## src/rtl/aram_arbiter.sv

```systemverilog
// Two-port (CPU/DSP) arbiter for the shared audio RAM; memory-side outputs are registered.
// ARAM_ARBITER_ROUND_ROBIN_EN selects alternating priority on collisions; default is DSP-first fixed priority.
module aram_arbiter #(
    parameter int ADDR_W = 16,
    parameter int DATA_W = 8
) (
    input  logic              clock,
    input  logic              reset,
    input  logic              cpu_req,
    input  logic [ADDR_W-1:0] cpu_addr,
    input  logic              cpu_we,
    input  logic [DATA_W-1:0] cpu_wdata,
    output logic              cpu_ack,
    output logic [DATA_W-1:0] cpu_rdata,
    output logic              cpu_rvalid,
    input  logic              dsp_req,
    input  logic [ADDR_W-1:0] dsp_addr,
    input  logic              dsp_we,
    input  logic [DATA_W-1:0] dsp_wdata,
    output logic              dsp_ack,
    output logic [DATA_W-1:0] dsp_rdata,
    output logic              dsp_rvalid,
    output logic [ADDR_W-1:0] mem_addr,
    output logic [DATA_W-1:0] mem_wdata,
    output logic              mem_we,
    input  logic [DATA_W-1:0] mem_rdata
);

    // Handshake: req is held until ack; a request is eligible only outside its own ack cycle.
    // ack pulses for the single cycle the access sits on the memory port; a read's rvalid pulses one cycle later.
    logic cpu_elig;
    logic dsp_elig;
    logic dsp_first;
    logic grant_cpu;
    logic grant_dsp;
    logic cpu_rd_pend;
    logic dsp_rd_pend;

`ifdef ARAM_ARBITER_ROUND_ROBIN_EN
    typedef enum logic {
        GRANT_CPU = 1'b0,
        GRANT_DSP = 1'b1
    } grant_t;

    grant_t last_grant;
    grant_t last_grant_next;

    always_ff @(posedge clock) begin
        if (reset) begin
            last_grant <= GRANT_CPU;
        end else begin
            last_grant <= last_grant_next;
        end
    end

    always_comb begin
        last_grant_next = last_grant;
        if (grant_dsp) begin
            last_grant_next = GRANT_DSP;
        end else if (grant_cpu) begin
            last_grant_next = GRANT_CPU;
        end
    end

    assign dsp_first = (last_grant == GRANT_CPU);
`else
    assign dsp_first = 1'b1;
`endif

    always_comb begin
        cpu_elig  = cpu_req & ~cpu_ack;
        dsp_elig  = dsp_req & ~dsp_ack;
        grant_dsp = dsp_elig & (dsp_first | ~cpu_elig);
        grant_cpu = cpu_elig & ~grant_dsp;
    end

    always_ff @(posedge clock) begin
        if (reset) begin
            cpu_ack     <= 1'b0;
            dsp_ack     <= 1'b0;
            cpu_rd_pend <= 1'b0;
            dsp_rd_pend <= 1'b0;
            cpu_rvalid  <= 1'b0;
            dsp_rvalid  <= 1'b0;
            cpu_rdata   <= '0;
            dsp_rdata   <= '0;
            mem_we      <= 1'b0;
            mem_addr    <= '0;
            mem_wdata   <= '0;
        end else begin
            cpu_ack     <= grant_cpu;
            dsp_ack     <= grant_dsp;
            cpu_rd_pend <= grant_cpu & ~cpu_we;
            dsp_rd_pend <= grant_dsp & ~dsp_we;
            mem_we      <= 1'b0;
            if (grant_dsp) begin
                mem_addr  <= dsp_addr;
                mem_wdata <= dsp_wdata;
                mem_we    <= dsp_we;
            end else if (grant_cpu) begin
                mem_addr  <= cpu_addr;
                mem_wdata <= cpu_wdata;
                mem_we    <= cpu_we;
            end
            // RAM data for the address issued last cycle is valid now
            cpu_rvalid <= cpu_rd_pend;
            dsp_rvalid <= dsp_rd_pend;
            if (cpu_rd_pend) begin
                cpu_rdata <= mem_rdata;
            end
            if (dsp_rd_pend) begin
                dsp_rdata <= mem_rdata;
            end
        end
    end

endmodule
```

## config.mk

```make
export PLATFORM = sky130hd
export DESIGN_NAME = aram_arbiter
export DESIGN_NICKNAME = d
export VERILOG_FILES = /design/src/rtl/aram_arbiter.sv
export SDC_FILE = /design/constraint.sdc
export NUM_CORES = 1
export LEC_CHECK = 0
export BUFFER_PORTS_ARGS = -buffer_cell sky130_fd_sc_hd__clkbuf_2
export CORE_ASPECT_RATIO = 1.4
export CORE_MARGIN = 3
export CORE_UTILIZATION = 40
export CTS_CLUSTER_DIAMETER = 40
export DETAILED_ROUTE_END_ITERATION = 6
export HOLD_SLACK_MARGIN = 0.15
export PLACE_DENSITY = 0.76
export SLEW_MARGIN = 10
export SYNTH_ARGS = -nofsm -noshare
export SYNTH_HDL_FRONTEND = slang
export SYNTH_SLANG_ARGS = --single-unit
```

## constraint.sdc

```tcl
create_clock -name clock -period 1.3 [get_ports clock]
set_clock_uncertainty 0.15 [all_clocks]
set_input_delay 0.065 -clock clock [delete_from_list [all_inputs] [get_ports clock]]
set_output_delay 0.065 -clock clock [all_outputs]
set_load 0.02 [all_outputs]
```

=== After elaboration in Yosys (flattened, before gate mapping) ===
Index checks and enable logic that the tools add are counted.
Widths: inputs -> output; s select.

* Bits in registers: 47
* Input port bits: 62
* Output and inout port bits: 45

* Mux-type cells: 6
* Bitwise logic cells: 10
* Reduce and logical (&&, ||, !) cells: 1

{| class="wikitable"
|+ Operators by type and width
! cell !! count
|-
| $mux 16 || 2
|-
| $mux 8 || 2
|-
| $and 1x1->1 || 5
|-
| $not 1->1 || 5
|-
| $mux 1 || 2
|-
| $reduce_bool 2->1 || 1
|}

=== Longest topological paths before layout ===
* Depth after elaboration: 6
* Gate-level depth with buffers: 6

=== Worst setup path after synthesis ===
Ideal clock, no wire load.

* Path kind: reg2reg
* Start point: reg cpu_ack
* End point: reg mem_addr[10]
* Library setup time: 0.089 ns
* Arrival: 1.284 ns
* Required time: 1.061 ns
* Setup slack: -0.222 ns
* Cell stages (with the launch flop): 7
* Path through: dfxtp_1 nor2b_1 buf_2 or2_1 buf_6 buf_6 a311oi_2

* Longest elaborated chain between the ends: 4

{| class="wikitable"
|+ RTL lines
! item !! line !! text
|-
| start, declared || 13 || <nowiki>output logic cpu_ack,</nowiki>
|-
| start signal, assigned || 91 || <nowiki>cpu_ack <= grant_cpu;</nowiki>
|-
| $not 1->1 || 71 || <nowiki>cpu_elig = cpu_req & ~cpu_ack;</nowiki>
|-
| $and 1x1->1 || 71 ||
|-
| $and 1x1->1 || 74 || <nowiki>grant_cpu = cpu_elig & ~grant_dsp;</nowiki>
|-
| $reduce_bool 2->1 (no source line) || -- ||
|-
| end signal, assigned || 97 || <nowiki>mem_addr <= dsp_addr;</nowiki>
|-
| end signal, assigned || 101 || <nowiki>mem_addr <= cpu_addr;</nowiki>
|-
| end, declared || 23 || <nowiki>output logic [ADDR_W-1:0] mem_addr,</nowiki>
|}

No other way between the ends.
A chain may end at the register's enable or synchronous reset.

=== Worst setup path in the final report ===
* Start point: reg dsp_ack
* End point: reg mem_addr[3]

* Longest elaborated chain between the ends: 5

{| class="wikitable"
|+ RTL lines
! item !! line !! text
|-
| start, declared || 20 || <nowiki>output logic dsp_ack,</nowiki>
|-
| start signal, assigned || 92 || <nowiki>dsp_ack <= grant_dsp;</nowiki>
|-
| $not 1->1 (*) || 72 || <nowiki>dsp_elig = dsp_req & ~dsp_ack;</nowiki>
|-
| $and 1x1->1 (*) || 72 ||
|-
| $not 1->1 || 74 ||
|-
| $and 1x1->1 || 74 ||
|-
| $reduce_bool 2->1 (no source line) || -- ||
|}

Every way passes the cells marked *; elsewhere a longest branch is shown, timed or not.

==> out/qor.csv <==
stage;metric;value;unit
synth;area fraction in and, or, nand and nor cells after synthesis;0.215;
placed_design;worst-case setup slack after placement;-0.0834;ns
finish;register area;948;sq um
drt;Post-route DRC;0;
power;portion of total power attributed to combinational logic;0.266;
sta;final-report max-slew violation count;0;
synth;most common flop cell mapped by yosys;dfxtp_1;
sta;worst relative slew slack;0.818;
drt;total iterations of the first detailed-routing run;4;
sta;final hold viol count;0;
power;Tot Pwr;0.00338;W
synth;Mapped Nets;273;
finish;ant diodes;0;
clock_tree;clock tree from TritonCTS;built;
clock_tree;count of hold buffers inserted by post-cts repair;59;
critical_path;R2R setup slack;-0.04;ns
drt;post-detailed-routing wire length;6350;um
grt;wire length of the first global-routing pass;9960;um
critical_path;required time of the critical path;1.35;ns
sta;worst slew pin tran;0.273;ns
clock_tree;CTS sink cnt;47;
die;initial standard-cell utilization of the core;0.426;
grt;total global routing track utilization;0.221;
power;Psw;0.00102;W
finish;area of the multi-input gates;978;sq um
power;power per unit of standard cell area;993;nW/um^2
clock_tree;cell chosen for the clock root;clkbuf_8;
job;max-cap violations;0;
drt;post-DR vias/cell;4.94;
critical_path;startpoint of the most critical register-to-register path;dsp_ack$_SDFF_PP0_;
critical_path;source of the critical timing path;dsp_ack$_SDFF_PP0_;
power;Flop pwr share;0.469;
drt;detailed-route via count;2163;
synth;#FFs+latches synth;47;
synth;post-synthesis cell type count;17;
sta;period utilisation layout;1.03;
die;Die Width;65.7;um
synth;number of standard cells after synthesis;211;
synth;Yosys top cell area share;0.472;
synth;post-synthesis mux area share;0.0804;
synth;cell with the most instances after synthesis;nand2_1;
clock_tree;clock-pin slew on the worst setup and hold paths;0.09;ns
critical_path;Critical Path Sink;mem_addr[3]$_SDFFE_PP0P_;
placed_design;count of buffers from port buffering;106;
power;maximum vdd drop;584;uV
finish;number of nets in the layout;437;
synth;fraction of the mapped netlist area in adder cells;0;
power;Static Leakage;1.52;nW
sta;RSZ-0062 raised after global routing;true;
clock_tree;number of buffers inserted during clock tree synthesis;5;
critical_path;worst reg2reg path endpoint;mem_addr[3]$_SDFFE_PP0P_;
worst_hold_path;path category of the worst min-delay check;input pin to register;
drt;per-cell routed wire length;14.5;um
synth;mapped cell area;1990;sq um
critical_path;Worst EP arrival;1.39;ns
grt;gr ovfl total;0;
grt;number of global-route vias before repair;2179;
synth;Synth Area in XOR/XNOR;0;
synth;Yosys warnings;0;
placed_design;weighted congestion at the end of routability-driven global placement;0.690;
clock_tree;maximum level of the CTS H-tree;2;
critical_path;R2R cell count;4;
clock_tree;Worst-Skew Late Latency;0.30;ns
sta;post-route worst setup slack;-0.0410;ns
die;core box area;4680;sq um
status;outcome;finished with violations;
die;vertical die dimension;89.5;um
die;die area;5880;sq um
finish;signed area change from the synthesized netlist to the final layout;70.7;%
finish;fraction of layout instances using a drive strength above 1;0.426;
sta;final setup violation count;10;
die;IO Count;107;
critical_path;kind of start point of the critical path;register;
synth;commonest cells in the synthesized netlist;nand2_1, dfxtp_1, nor3_1;
synth;EDFF count, synth;0;
synth;average cell area after synthesis;9.45;sq um
grt;largest net degree at the start of global routing;48;
finish;total of fill cells in the finished design;333;
placed_design;placed wire-length estimate;3710;um
worst_hold_path;hold path cells;4;
die;standard-cell row count;29;
critical_path;highest fanout seen on the critical path;6;
sta;clock period minus final worst setup slack;1.34;ns
synth;fraction of synthesis flops using an asynchronous set or reset pin;0;
critical_path;nature of the critical path endpoint;register;
synth;cell types with the largest area share after synthesis;dfxtp_1, a311oi_2, nand2_1;
critical_path;WS Path Type;register to register;
drt;1st-iter DRT viols;74;
sta;Fmax;746;MHz
clock_tree;buffer depth of the longest clock path;2;
synth;part of the Yosys area used for sequential elements;0.472;
power;cell-internal power;0.00236;W
grt;initial antenna violation count;0;
synth;dominant combinational cell family by area after synthesis;simple AND/OR/NAND/NOR gates;
status;violations in the final reports;negative setup slack;
power;share of power burned in the clock network;0.266;
synth;compound-cell area share of the yosys netlist;0.171;
synth;cell type with the highest aggregate area in the netlist;dfxtp_1;
power;switching portion of total power;0.302;
drt;Routed Antenna Nets;0;
-- timing repair --
item	4_1_cts	5_1_grt
resized for setup	11	8
buffers inserted	0	0
gates cloned	0	1
setup endpoints to repair	24	24
pin swaps	1	1
endpoints found under the hold margin	47	1
-- registers in the layout, indices dropped and copies added, names as in the netlist, 8 cells and up --
signal     flops
cpu_rdata      8
mem_addr      16
mem_wdata      8
dsp_rdata      8
-- worst max-delay path, stage by stage (launching register included) --
cell and delay, ns:
dfxtp_4 0.37, nor2b_4 0.05, or2_4 0.29, clkbuf_16 0.17, a311oi_2 0.22
-- placed cells by master (no fill, tap or decap), drive strengths merged, types with 2 or more instances in the layout --
master	count
clkbuf	112
dlygate4sd3	59
nand2	50
dfxtp	47
nor3	26
a311oi	24
nor2	18
mux2i	16
buf	13
nor2b	4
inv	2
-- cell families (layout without fill, tap and decap cells) --
group	count (synthesis)	after routing
flip-flops	47	47
buffers and inverters	22	187
AND/OR/NAND/NOR	101	101
AO/OA/AOI/OAI	25	25
multiplexers	16	16
-- metal layers --
metal  GRT usage  up-vias  share of wire
met2       0.408       81           0.54
met3      0.0428       20          0.047
li1            -     1069              -
met5           0        -              0
met4       0.117        0          0.037
met1       0.233      993           0.37
-- worst min path at each step --
stage | startpoint | endpoint
detailed placement | cpu_we | cpu_rd_pend$_SDFF_PP0_
global placement | dsp_we | dsp_rd_pend$_SDFF_PP0_
CTS | dsp_req | dsp_rd_pend$_SDFF_PP0_
floorplan | cpu_we | cpu_rd_pend$_SDFF_PP0_
finish | dsp_req | dsp_ack$_SDFF_PP0_
global route | dsp_req | dsp_ack$_SDFF_PP0_
-- power groups by stage --
stage	Combinational [W]	Clock, W	Sequential [W]
floorplan	0.000330	0	0.00172
global placement	0.000685	0	0.00161
detailed placement	0.000694	0	0.00162
CTS	0.000855	0.000927	0.00158
global route	0.000967	0.000976	0.00160
finish	0.000898	0.000897	0.00158
-- stage by stage --
| stage | setup TNS, ns | hold slack, ns | area [sq um] | utilization | std cells |
|---|---|---|---|---|---|
| floorplan | -2.85 | -0.00652 | 2000 | - | 211 |
| global placement | -0.0163 | 0.113 | 2620 | 0.559 | 370 |
| detailed placement | -0.742 | 0.111 | 2620 | 0.559 | 370 |
| CTS | -0.110 | 0.112 | 3340 | 0.713 | 437 |
| global route | -1.47 | 0.141 | 3400 | 0.727 | 438 |
| finish | -0.115 | 0.104 | 3400 | 0.727 | 438 |
-- layout make-up --
| class | instances | area share |
|---|---|---|
| clock buffer | 5 | 0.0202 |
| multi-input combinational | 142 | 0.288 |
| clock inverter | 3 | 0.00662 |
| sequential | 47 | 0.279 |
| timing repair buffer | 179 | 0.384 |
| tap | 62 | 0.0228 |
No activity file was read; power rests on OpenSTA's default activity.
